[config.mk]
export PLATFORM = sky130hd
export DESIGN_NAME = adc_hex_reporter
export DESIGN_NICKNAME = d
export VERILOG_FILES = /design/src/rtl/adc_hex_reporter.sv
export SDC_FILE = /design/constraint.sdc
export NUM_CORES = 1
export LEC_CHECK = 0
export CORE_ASPECT_RATIO = 0.6
export CORE_UTILIZATION = 55
export CTS_BUF_LIST = sky130_fd_sc_hd__clkbuf_4 sky130_fd_sc_hd__clkbuf_8 sky130_fd_sc_hd__clkbuf_16
export DETAILED_ROUTE_END_ITERATION = 8
export HOLD_SLACK_MARGIN = 0.03
export PLACE_DENSITY = 0.77
export SYNTH_ARGS = -nofsm -noshare
export SYNTH_HDL_FRONTEND = slang
export SYNTH_SLANG_ARGS = --single-unit
[constraint.sdc]
create_clock -name clk -period 3 [get_ports clk]
set_clock_uncertainty 0.15 [all_clocks]
set_input_delay 0.45 -clock clk [delete_from_list [all_inputs] [get_ports clk]]
set_output_delay 0.45 -clock clk [all_outputs]
set_load 0.1 [all_outputs]
[src/rtl/adc_hex_reporter.sv]
// adc_hex_reporter
//   Formats multi-channel ADC frames as ASCII hex lines for a byte-wide UART
//   transmitter. Each line holds the channels in order 0..NUM_CH-1 as
//   DATA_W/4 uppercase hex digits, MSB nibble first, separated by SEP and
//   terminated by CR LF. A rising edge on i_error queues a one-off "E\r\n"
//   report. A one-deep pending buffer absorbs a frame that arrives while a
//   line is in flight. Later frames overwrite the buffer and are counted as
//   overruns.
//
// Parameters
//   DATA_W  sample width in bits (multiple of 4, 4..32)
//   NUM_CH  channels per frame (1..8)
//   SEP     field separator character
//
// Ports
//   clk            rising-edge clock
//   rst_n          synchronous active-low reset
//   i_frame        channel k at [k*DATA_W +: DATA_W]
//   i_frame_valid  one-cycle frame strobe
//   i_error        ADC driver error level
//   tx_data        byte to uart_tx, stable while tx_start is high
//   tx_start       one-cycle start strobe to uart_tx
//   tx_busy        uart_tx busy flag
//   o_busy         high while a line is being emitted
//   o_dropped      one-cycle pulse when the pending frame is overwritten
//   o_overrun_cnt  saturating count of overwritten frames
//
// Build option
//   ADC_REPORT_CHAN_TAG_EN  prefix each field with "<hex channel index>:"
module adc_hex_reporter #(
    parameter int unsigned DATA_W = 16,
    parameter int unsigned NUM_CH = 4,
    parameter logic [7:0]  SEP    = 8'h2C
) (
    input  logic                     clk,
    input  logic                     rst_n,
    input  logic [NUM_CH*DATA_W-1:0] i_frame,
    input  logic                     i_frame_valid,
    input  logic                     i_error,
    output logic [7:0]               tx_data,
    output logic                     tx_start,
    input  logic                     tx_busy,
    output logic                     o_busy,
    output logic                     o_dropped,
    output logic [7:0]               o_overrun_cnt
);

    localparam int NumDig = DATA_W / 4;
`ifdef ADC_REPORT_CHAN_TAG_EN
    localparam int TagLen = 2;
`else
    localparam int TagLen = 0;
`endif
    // Field positions 0..FieldLen-1 are tag + digits; position FieldLen is SEP.
    localparam int FieldLen = TagLen + NumDig;
    localparam int ChW      = (NUM_CH > 1) ? $clog2(NUM_CH) : 1;
    localparam int FrameW   = NUM_CH * DATA_W;
    localparam logic [ChW-1:0] LastCh = ChW'(NUM_CH - 1);

    typedef enum logic [1:0] {StIdle, StData, StEol} state_e;

    function automatic logic [7:0] hex_char(input logic [3:0] n);
        return (n < 4'd10) ? (8'h30 + {4'h0, n}) : (8'h37 + {4'h0, n});
    endfunction

    state_e            state_q, state_d;
    logic [FrameW-1:0] shadow_q, shadow_d;
    logic [FrameW-1:0] pend_q, pend_d;
    logic              pend_vld_q, pend_vld_d;
    logic [ChW-1:0]    ch_q, ch_d;
    logic [3:0]        pos_q, pos_d;
    logic              eol_lf_q, eol_lf_d;
    logic              err_line_q, err_line_d;
    logic              err_armed_q, err_armed_d;
    logic              err_prev_q, err_prev_d;
    logic              tx_start_q, tx_start_d;
    logic [7:0]        tx_data_q, tx_data_d;
    logic              dropped_q, dropped_d;
    logic [7:0]        ovr_q, ovr_d;

    logic              issue;
    logic              err_req;
    logic              pend_taken;
    logic              frame_direct;
    logic [DATA_W-1:0] cur_chan;
    logic [3:0]        cur_nib;
    int                dig;
    logic [7:0]        data_byte;

    // State register
    always_ff @(posedge clk) begin
        if (!rst_n) begin
            state_q     <= StIdle;
            shadow_q    <= '0;
            pend_q      <= '0;
            pend_vld_q  <= 1'b0;
            ch_q        <= '0;
            pos_q       <= '0;
            eol_lf_q    <= 1'b0;
            err_line_q  <= 1'b0;
            err_armed_q <= 1'b0;
            err_prev_q  <= 1'b0;  // i_error high out of reset reads as a rising edge
            tx_start_q  <= 1'b0;
            tx_data_q   <= '0;
            dropped_q   <= 1'b0;
            ovr_q       <= '0;
        end else begin
            state_q     <= state_d;
            shadow_q    <= shadow_d;
            pend_q      <= pend_d;
            pend_vld_q  <= pend_vld_d;
            ch_q        <= ch_d;
            pos_q       <= pos_d;
            eol_lf_q    <= eol_lf_d;
            err_line_q  <= err_line_d;
            err_armed_q <= err_armed_d;
            err_prev_q  <= err_prev_d;
            tx_start_q  <= tx_start_d;
            tx_data_q   <= tx_data_d;
            dropped_q   <= dropped_d;
            ovr_q       <= ovr_d;
        end
    end

    // Character for the current position of a data line
    always_comb begin
        cur_chan = shadow_q[int'(ch_q) * DATA_W +: DATA_W];
        dig      = int'(pos_q) - TagLen;
        if (dig < 0 || dig >= NumDig) begin
            dig = 0;
        end
        cur_nib = 4'(cur_chan >> (4 * (NumDig - 1 - dig)));

        if (err_line_q) begin
            data_byte = 8'h45;
`ifdef ADC_REPORT_CHAN_TAG_EN
        end else if (pos_q == 4'd0) begin
            data_byte = hex_char(4'(ch_q));
        end else if (pos_q == 4'd1) begin
            data_byte = 8'h3A;
`endif
        end else if (int'(pos_q) < FieldLen) begin
            data_byte = hex_char(cur_nib);
        end else begin
            data_byte = SEP;
        end
    end

    // Next-state logic
    always_comb begin
        // A byte may be issued only if uart_tx is idle and no strobe went out last cycle.
        issue   = (state_q != StIdle) && !tx_busy && !tx_start_q;
        err_req = err_armed_q || (i_error && !err_prev_q);

        state_d      = state_q;
        shadow_d     = shadow_q;
        pend_d       = pend_q;
        pend_vld_d   = pend_vld_q;
        ch_d         = ch_q;
        pos_d        = pos_q;
        eol_lf_d     = eol_lf_q;
        err_line_d   = err_line_q;
        err_armed_d  = err_req;
        err_prev_d   = i_error;
        tx_start_d   = 1'b0;
        tx_data_d    = tx_data_q;
        dropped_d    = 1'b0;
        ovr_d        = ovr_q;
        pend_taken   = 1'b0;
        frame_direct = 1'b0;

        unique case (state_q)
            StIdle: begin
                if (err_req) begin
                    // Error report wins; any frame this cycle waits in the pending buffer.
                    err_armed_d = 1'b0;
                    err_line_d  = 1'b1;
                    state_d     = StData;
                end else if (pend_vld_q) begin
                    shadow_d   = pend_q;
                    pend_taken = 1'b1;
                    err_line_d = 1'b0;
                    ch_d       = '0;
                    pos_d      = '0;
                    state_d    = StData;
                end else if (i_frame_valid) begin
                    shadow_d     = i_frame;
                    frame_direct = 1'b1;
                    err_line_d   = 1'b0;
                    ch_d         = '0;
                    pos_d        = '0;
                    state_d      = StData;
                end
            end
            StData: begin
                if (issue) begin
                    tx_start_d = 1'b1;
                    tx_data_d  = data_byte;
                    if (err_line_q) begin
                        eol_lf_d = 1'b0;
                        state_d  = StEol;
                    end else if (int'(pos_q) == FieldLen - 1) begin
                        if (ch_q == LastCh) begin
                            eol_lf_d = 1'b0;
                            state_d  = StEol;
                        end else begin
                            pos_d = pos_q + 4'd1;
                        end
                    end else if (int'(pos_q) == FieldLen) begin
                        pos_d = '0;
                        ch_d  = ch_q + 1'b1;
                    end else begin
                        pos_d = pos_q + 4'd1;
                    end
                end
            end
            StEol: begin
                if (issue) begin
                    tx_start_d = 1'b1;
                    tx_data_d  = eol_lf_q ? 8'h0A : 8'h0D;
                    if (!eol_lf_q) begin
                        eol_lf_d = 1'b1;
                    end else if (!err_req && pend_vld_q) begin
                        // Back-to-back line straight from the pending buffer.
                        shadow_d   = pend_q;
                        pend_taken = 1'b1;
                        err_line_d = 1'b0;
                        ch_d       = '0;
                        pos_d      = '0;
                        eol_lf_d   = 1'b0;
                        state_d    = StData;
                    end else begin
                        // An armed error report is emitted from IDLE.
                        err_line_d = 1'b0;
                        eol_lf_d   = 1'b0;
                        state_d    = StIdle;
                    end
                end
            end
            default: state_d = StIdle;
        endcase

        // Pending buffer intake; overwriting a still-occupied buffer is an overrun.
        if (i_frame_valid && !frame_direct) begin
            pend_d     = i_frame;
            pend_vld_d = 1'b1;
            if (pend_vld_q && !pend_taken) begin
                dropped_d = 1'b1;
                if (ovr_q != 8'hFF) begin
                    ovr_d = ovr_q + 8'd1;
                end
            end
        end else if (pend_taken) begin
            pend_vld_d = 1'b0;
        end
    end

    // Outputs
    always_comb begin
        o_busy        = (state_q != StIdle);
        tx_start      = tx_start_q;
        tx_data       = tx_data_q;
        o_dropped     = dropped_q;
        o_overrun_cnt = ovr_q;
    end

endmodule

==> results of run 1 <==
cell usage in the layout (no fill, tap or decap), drive strengths merged, types with 4 or more instances in the layout:
master         Yosys  routed
clkbuf            42      22
a31oi              6       6
nor3               8       8
inv               12      13
nor2              92      92
ha                 9       9
mux4              15      15
buf               34      34
a311oi            65      65
nand3             10      10
mux2i             19      19
nand2            203     203
a21oi             72      72
xnor2              7       7
clkdlybuf4s50      0      68
or3                4       4
o21ai             76      76
nor2b              4       4
dfxtp            158     158
how the worst max path moves through the flow:
stage,to,slack (ns),depth (start not counted)
after floorplan,o_overrun_cnt[5],0.42,7
after global placement,shadow_q[55],0.40,7
after detailed placement,shadow_q[43],0.27,7
after CTS,tx_data[1],0.34,8
after global routing,shadow_q[48],0.13,8
final,shadow_q[48],0.32,8
layer usage:
metal  wire [um]  GRT usage  up-vias
met1        8910      0.440     3259
met5           0          0        -
met2        8800      0.434      347
li1            -          -     3175
met3        2400     0.0854       40
met4         352     0.0960        0
flip-flops by register name, summed over array words and instances (netlist names):
signal and flops:
ch_q 2, eol_lf_q 1, err_armed_q 1, err_line_q 1, err_prev_q 1, o_dropped 1
o_overrun_cnt 8, pend_q 64, pend_vld_q 1, pos_q 4, shadow_q 64, state_q 2
tx_data 7, tx_start 1
metrics by stage:
| step | power [W] | cells | hold WS [ns] |
|---|---|---|---|
| after floorplan | 0.00513 | 878 | 0.283 |
| after global placement | 0.00593 | 1074 | 0.289 |
| after detailed placement | 0.00606 | 1074 | 0.293 |
| after CTS | 0.00831 | 1105 | 0.302 |
| after global routing | 0.00876 | 1105 | 0.319 |
| final | 0.00836 | 1106 | 0.302 |
cells in the mapped netlist, drive strengths merged, types with 2 or more instances:
cell type and n:
inv 12, ha 9, nand3 10, nand2b 2
buf 34, or3 4, and3 3, mux4 15
o2111ai 2, nor3b 2, nor3 8, a31oi 6
mux2i 19, a311oi 65, o211ai 3, mux2 3
nor2b 4, or2 3, dfxtp 158, nand2 203
o21ai 76, nor2 92, clkbuf 42, a21boi 3
a21oi 72, xnor2 7
layout make-up:
class                           instances  area, um^2  area share
Inverter                               13        51.3     0.00580
Clock buffer                           22         482      0.0545
Timing Repair Buffer                  102        1050       0.119
Sequential cell                       158        3160       0.358
Multi-Input combinational cell        631        3740       0.423
Clock inverter                          9         135      0.0153
Tap cell                              170         213      0.0241
Antenna cell                            1        2.50    0.000283
worst reg2reg max path, delay by kind of cell (launching register included):
family | cells | cell delay (ns)
AO/OA/AOI/OAI | 1 | 0.30
buffers and inverters | 2 | 0.34
multiplexers | 1 | 0.22
AND/OR/NAND/NOR | 3 | 0.80
adder cells (fa/ha/maj) | 1 | 0.38
flip-flops | 1 | 0.38
cell families after synthesis:
family / Yosys count / synth area share
muxes: 37 / 0.0830
other: 1 / 0.000516
buffers and inverters: 89 / 0.0561
and+or+nand+nor: 339 / 0.191
DFF: 158 / 0.435
AOI/OAI and AO/OA: 237 / 0.209
xor gates and xnor gates: 8 / 0.00964
adders and majority gates: 9 / 0.0155
power by group through the flow:
stage | registers (W) | logic, W | clock network (W)
floorplan | 0.00308 | 0.00204 | 0
global placement | 0.00302 | 0.00291 | 0
detailed placement | 0.00304 | 0.00302 | 0
CTS | 0.00301 | 0.00305 | 0.00226
global route | 0.00306 | 0.00333 | 0.00237
finish | 0.00304 | 0.00308 | 0.00225
==> out/qor_table.md, run 1 <==
| Item | This run |
|---|---|
| Syn. warnings | 0 |
| Syn Nets | 956 |
| Utilization after layout | 0.688 |
| Number of global-route vias before repair | 6145 |
| P_sw | 0.00326 W |
| Fill cells | 1017 |
| CTS H-Tree Depth | 4 |
| Die Footprint | 0.0137 mm^2 |
| Post-synth top area share | 0.435 |
| Fraction of layout instances using a drive strength above 1 | 0.0952 |
| Worst reg-to-reg setup slack | 0.32 ns |
| Worst Setup Path Type | flop to flop |
| Total global routing overflow | 0 |
| Maximum number of pins on one net before global-route repair | 78 |
| Final setup viols | 0 |
| F_max | 373 MHz |
| Hold path startpoint | pend_q[34] |
| Slowest Stage Delay on Critical Path | 0.43 ns |
| Number of synthesized flops with an enable pin | 0 |
| Antenna violations before repair | 2 |
| Distinct cell type count after synthesis | 56 |
| Share of total power consumed by net switching | 0.389 |
| Post-Synthesis Mean Instance Area | 8.28 um^2 |
| Total number of placement rows | 32 |
| Area post-placement | 0.00822 mm^2 |
| Post-synthesis register bit count | 158 |
| TritonCTS clock tree | done |
| Hold path cells | 2 |
| Tot GR Track Use | 0.304 |
| Worst path required time | 3.16 ns |
| Average detailed-routed wire length per instance | 18.5 um |
| Worst ir drop on vdd | 0.409 mV |
| Buf/Inv on CP | 2 |
| Total CTS buffers | 17 |
| Detailed placer's ending HPWL | 13.2 mm |
| Clock buffer depth | 2 |
| Post-Place Worst Slack | 0.270 ns |
| Cells after Synth | 878 |
| Highest fanout seen on the critical path | 46 |
| Startpoint types | flop |
| Clock network fraction of design power | 0.269 |
| Endpoint, Worst Hold | pend_q[34] |
| Largest cells by area after synthesis | sky130_fd_sc_hd__dfxtp_1, sky130_fd_sc_hd__nand2_1, sky130_fd_sc_hd__a311oi_1, sky130_fd_sc_hd__a21oi_1, sky130_fd_sc_hd__o21ai_0 |
| Final-report hold violation count | 0 |
| Arrival time of the worst setup path | 2.84 ns |
| Flip-flop cell with the highest count after synthesis | sky130_fd_sc_hd__dfxtp_1 |
| Synthesized area | 0.00727 mm^2 |
| Layout overhead on the synthesized area | 21.6% |
| Leakage power of the design | 3.23 nW |
| Cell chain of the critical path | inv_1 -> ha_1 -> nor3_4 -> mux2i_1 -> nor2b_4 -> buf_12 -> nor2_1 -> a311oi_1 |
| Slew at the pin closest to its max-slew limit | 0.704 ns |
| Depth of the most critical reg-to-reg path | 8 |
| Average via count per standard cell | 6.17 |
| Class of the tightest hold or removal check | flop to flop |
| Final worst-path cycle share | 0.894 |
| Placer congestion estimate | 0.839 |
| Via count | 6821 |
| Die span in y | 91.0 um |
| Post-CTS repair timing setup buffer count | 0 |
| Number of nets in the layout | 1001 |
| Share of synthesized area occupied by flip-flops and latches | 0.435 |
| Max-cap viol count | 0 |
| Number of slew-limit violations in the final report | 0 |
| Drc violations | 0 |
| Clock sink total | 158 |
| Die Width | 150 um |
| Relative slew slack | 0.531 |
| Sort of element at the end of the critical path | flop |
| Insertion delay to the later sink of the worst-skew pair | 0.42 ns |
| Number of top-level pins | 88 |
| Global-route wire length before repair | 32.0 mm |
| Proportion of power drawn by flip-flops and latches | 0.364 |
| Antenna viol nets, final | 0 |
| Internal Pwr Total | 0.00511 W |
| Cell with the biggest individual delay on the critical path | sky130_fd_sc_hd__nor3_4 |
| Outcome | completed |
| Number of buffers added on ports | 86 |
| Cell taking the most area after synthesis | sky130_fd_sc_hd__dfxtp_1 |
| Combinational group share of total power | 0.368 |
| Area of the core | 0.0129 mm^2 |
| Setup repair after global routing missed its margin | no |
| CTS root buffer | sky130_fd_sc_hd__clkbuf_16 |
| CTS-repair resized insts | 0 |
| Power per cell area | 946 mW/mm^2 |
| Share of synthesized flip-flops with an asynchronous set or reset | 0 |
| Wire length after detailed routing | 20.5 mm |
| Count of hold buffers inserted by post-cts repair | 0 |
| Starting Density | 0.566 |
| Family with the most delay on the worst path | simple AND/OR/NAND/NOR gates |
| Final worst setup slack | 0.318 ns |
| Critical path startpoint | state_q[0] |
| Accumulated negative setup slack | 0 ns |
| Origin of the critical flop-to-flop path | state_q[0] |
| Iteration-0 DRC Markers | 855 |
| Reg clk slew, reported paths | 0.06 ns |
| Worst reg2reg path endpoint | shadow_q[48] |
| Final design instance area without fill | 0.00884 mm^2 |
| First drt pass iteration count | 5 |
| Minimum clock period | 2.68 ns |
No activity file was read; power rests on OpenSTA's default activity.
==> run 2: changes to the inputs <==
--- a/constraint.sdc
+++ b/constraint.sdc
@@ -4,2 +4,2 @@
 set_output_delay 0.45 -clock clk [all_outputs]
-set_load 0.1 [all_outputs]
+set_load 0.05 [all_outputs]
==> run 2 against run 1 <==
  * Core utilization grew 0.22 points
  * Wire length fell by 1.5%
  * Largest power group is now registers
  * Sequential cell count did not move
  * Sequential power about the same
  * Die area is the same
  * Highest routed layer unchanged
  * Global-route usage is 0.45 points lower
  * Register-to-register slack is essentially flat
  * Critical path depth is the same
  * Hold slack better by 0.0010 ns
  * Critical endpoint is now tx_data[1]
==> out/qor_table.md, run 2 (synthesized netlist as in run 1, its figures left out) <==
| Item | This run | vs previous |
|---|---|---|
| Outcome | completed |  |
| Final-report hold violation count | 0 | unchanged |
| Worst reg2reg path endpoint | tx_data[1] |  |
| Area post-placement | 0.00825 mm^2 | +0.40% |
| Hold path startpoint | pend_q[9] |  |
| Setup repair after global routing missed its margin | no |  |
| Total global routing overflow | 0 | unchanged |
| Worst Setup Path Type | flop to flop |  |
| Total number of placement rows | 32 | unchanged |
| Arrival time of the worst setup path | 2.88 ns | +0.04 ns |
| Total CTS buffers | 17 | unchanged |
| Area of the core | 0.0129 mm^2 | unchanged |
| Internal Pwr Total | 0.00507 W | -0.79% |
| Die Width | 150 um | unchanged |
| Most common cell after layout, fill and taps aside | sky130_fd_sc_hd__nand2_1 |  |
| Iteration-0 DRC Markers | 705 | -18% |
| CTS-repair resized insts | 0 | unchanged |
| Final setup viols | 0 | unchanged |
| Final design instance area without fill | 0.00887 mm^2 | +0.33% |
| Number of slew-limit violations in the final report | 0 | unchanged |
| Inserted Diodes | 0 | -1 |
| Depth of the most critical reg-to-reg path | 8 | unchanged |
| Share of total power consumed by net switching | 0.377 | -0.0125 |
| Die Footprint | 0.0137 mm^2 | unchanged |
| Fraction of layout instances using a drive strength above 1 | 0.0769 | -0.0183 |
| Number of top-level pins | 88 | unchanged |
| First drt pass iteration count | 5 | unchanged |
| Worst reg-to-reg setup slack | 0.30 ns | about the same |
| P_sw | 0.00306 W | -5.9% |
| Slew at the pin closest to its max-slew limit | 0.714 ns | +0.0100 ns |
| Average via count per standard cell | 6.09 | -1.3% |
| Drc violations | 0 | unchanged |
| Highest fanout seen on the critical path | 19 | -59% |
| Startpoint types | flop |  |
| Origin of the critical flop-to-flop path | ch_q[0] |  |
| Detailed placer's ending HPWL | 13.3 mm | +0.34% |
| Via count | 6731 | -1.3% |
| Combinational group share of total power | 0.355 | -0.013 |
| Max-cap viol count | 0 | unchanged |
| Endpoint, Worst Hold | pend_q[9] |  |
| Die span in y | 91.0 um | unchanged |
| Global-route wire length before repair | 31.7 mm | -1.0% |
| Antenna viol nets, final | 0 | unchanged |
| Relative slew slack | 0.524 | -0.00668 |
| Class of the tightest hold or removal check | flop to flop |  |
| Reg clk slew, reported paths | 0.06 ns | about the same |
| Post-CTS repair timing setup buffer count | 0 | unchanged |
| Worst path required time | 3.19 ns | +0.03 ns |
| Number of global-route vias before repair | 6037 | -1.8% |
| Tot GR Track Use | 0.300 | -0.00454 |
| CTS root buffer | sky130_fd_sc_hd__clkbuf_16 |  |
| Utilization after layout | 0.690 | +0.00224 |
| Final worst-path cycle share | 0.899 | +0.00480 |
| Leakage power of the design | 3.20 nW | -0.71% |
| Hold path cells | 2 | unchanged |
| Insertion delay to the later sink of the worst-skew pair | 0.42 ns | about the same |
| TritonCTS clock tree | done |  |
| Leading cell types in the layout, fill and taps excluded | sky130_fd_sc_hd__nand2_1, sky130_fd_sc_hd__dfxtp_1, sky130_fd_sc_hd__nor2_1 |  |
| Wire length after detailed routing | 20.2 mm | -1.5% |
| Minimum clock period | 2.70 ns | +0.0144 ns |
| Proportion of power drawn by flip-flops and latches | 0.372 | +0.008 |
| Placer congestion estimate | 0.817 | -2.6% |
| Clock network fraction of design power | 0.274 | +0.005 |
| Maximum number of pins on one net before global-route repair | 82 | +5.1% |
| F_max | 371 MHz | -0.53% |
| Antenna violations before repair | 0 | -2 |
| Starting Density | 0.566 | unchanged |
| Layout overhead on the synthesized area | 22.0% |  |
| Count of hold buffers inserted by post-cts repair | 0 | unchanged |
| Power per cell area | 917 mW/mm^2 | -3.1% |
| CTS H-Tree Depth | 4 | unchanged |
| Accumulated negative setup slack | 0 ns | unchanged |
| Number of buffers added on ports | 86 | unchanged |
| Average detailed-routed wire length per instance | 18.2 um | -1.5% |
| Clock buffer depth | 2 | unchanged |
| Number of nets in the layout | 1001 | unchanged |
| Sort of element at the end of the critical path | flop |  |
| Clock sink total | 158 | unchanged |
| Worst ir drop on vdd | 0.403 mV | -1.4% |
[run 2: changes by cell type in the layout (fill, tap and decap cells not counted), moves of 2 or more]
cell,previous run,this run
sky130_fd_sc_hd__clkbuf_8,3,1
sky130_fd_sc_hd__clkdlybuf4s50_1,68,85
sky130_fd_sc_hd__buf_4,25,8
sky130_fd_sc_hd__inv_6,0,3
[run 2: per-layer routing]
metal	wire (um)	vias to the layer above	GRT usage
li1	-	3182	-
met3	2150	28	0.0759
met5	0	-	0
met1	9140	3202	0.435
met2	8590	319	0.439
met4	280	0	0.0774
[run 2: layout make-up]
cell class              count  area [um^2]
fillers                  1015         3980
multi-input cells         631         3740
flip-flops and latches    158         3160
repair buffers            102         1080
clock buffers              20          454
well taps                 170          213
clock inverters            12          159
inverters                  13         51.3
[run 2: stage by stage]
step	cells	hold slack (ns)	power, W	setup slack, ns
3_5_place_dp	1074	0.295	0.00586	0.239
4_1_cts	1106	0.305	0.00810	0.0863
6_report	1106	0.303	0.00813	0.304
5_1_grt	1106	0.316	0.00854	0.156
2_1_floorplan	878	0.283	0.00495	0.577
3_3_place_gp	1074	0.288	0.00573	0.366
[run 2: worst max-delay path by stage]
| stage | start | end | slack, ns | depth (start not counted) |
|---|---|---|---|---|
| 2_1_floorplan | ch_q[1] | tx_data[1] | 0.58 | 8 |
| 3_3_place_gp | i_error | o_overrun_cnt[7] | 0.37 | 7 |
| 3_5_place_dp | i_frame_valid | shadow_q[31] | 0.24 | 7 |
| 4_1_cts | state_q[1] | o_busy | 0.09 | 4 |
| 5_1_grt | state_q[0] | shadow_q[5] | 0.16 | 8 |
| 6_report | ch_q[0] | tx_data[1] | 0.30 | 8 |
[run 2: critical path, stage by stage (launching register included)]
cell	delay, ns
sky130_fd_sc_hd__dfxtp_1	0.46
sky130_fd_sc_hd__buf_12	0.22
sky130_fd_sc_hd__mux4_1	0.57
sky130_fd_sc_hd__mux2i_1	0.17
sky130_fd_sc_hd__mux2_2	0.29
sky130_fd_sc_hd__ha_1	0.27
sky130_fd_sc_hd__a21boi_2	0.13
sky130_fd_sc_hd__a21bo_1	0.21
sky130_fd_sc_hd__a31oi_1	0.15
[run 2: power groups by stage]
stage / Sequential (W) / Combinational (W) / Clock [W]
2_1_floorplan: 0.00295 / 0.00201 / 0
3_3_place_gp: 0.00302 / 0.00272 / 0
3_5_place_dp: 0.00303 / 0.00283 / 0
4_1_cts: 0.00300 / 0.00286 / 0.00225
5_1_grt: 0.00305 / 0.00315 / 0.00234
6_report: 0.00302 / 0.00288 / 0.00223
==> run 3: changes to the inputs <==
SKIP_LAST_GASP = 1   (was unset)
==> results of run 3 <==
Same layout as run 2: the final DEF is identical, and so are final timing and power.
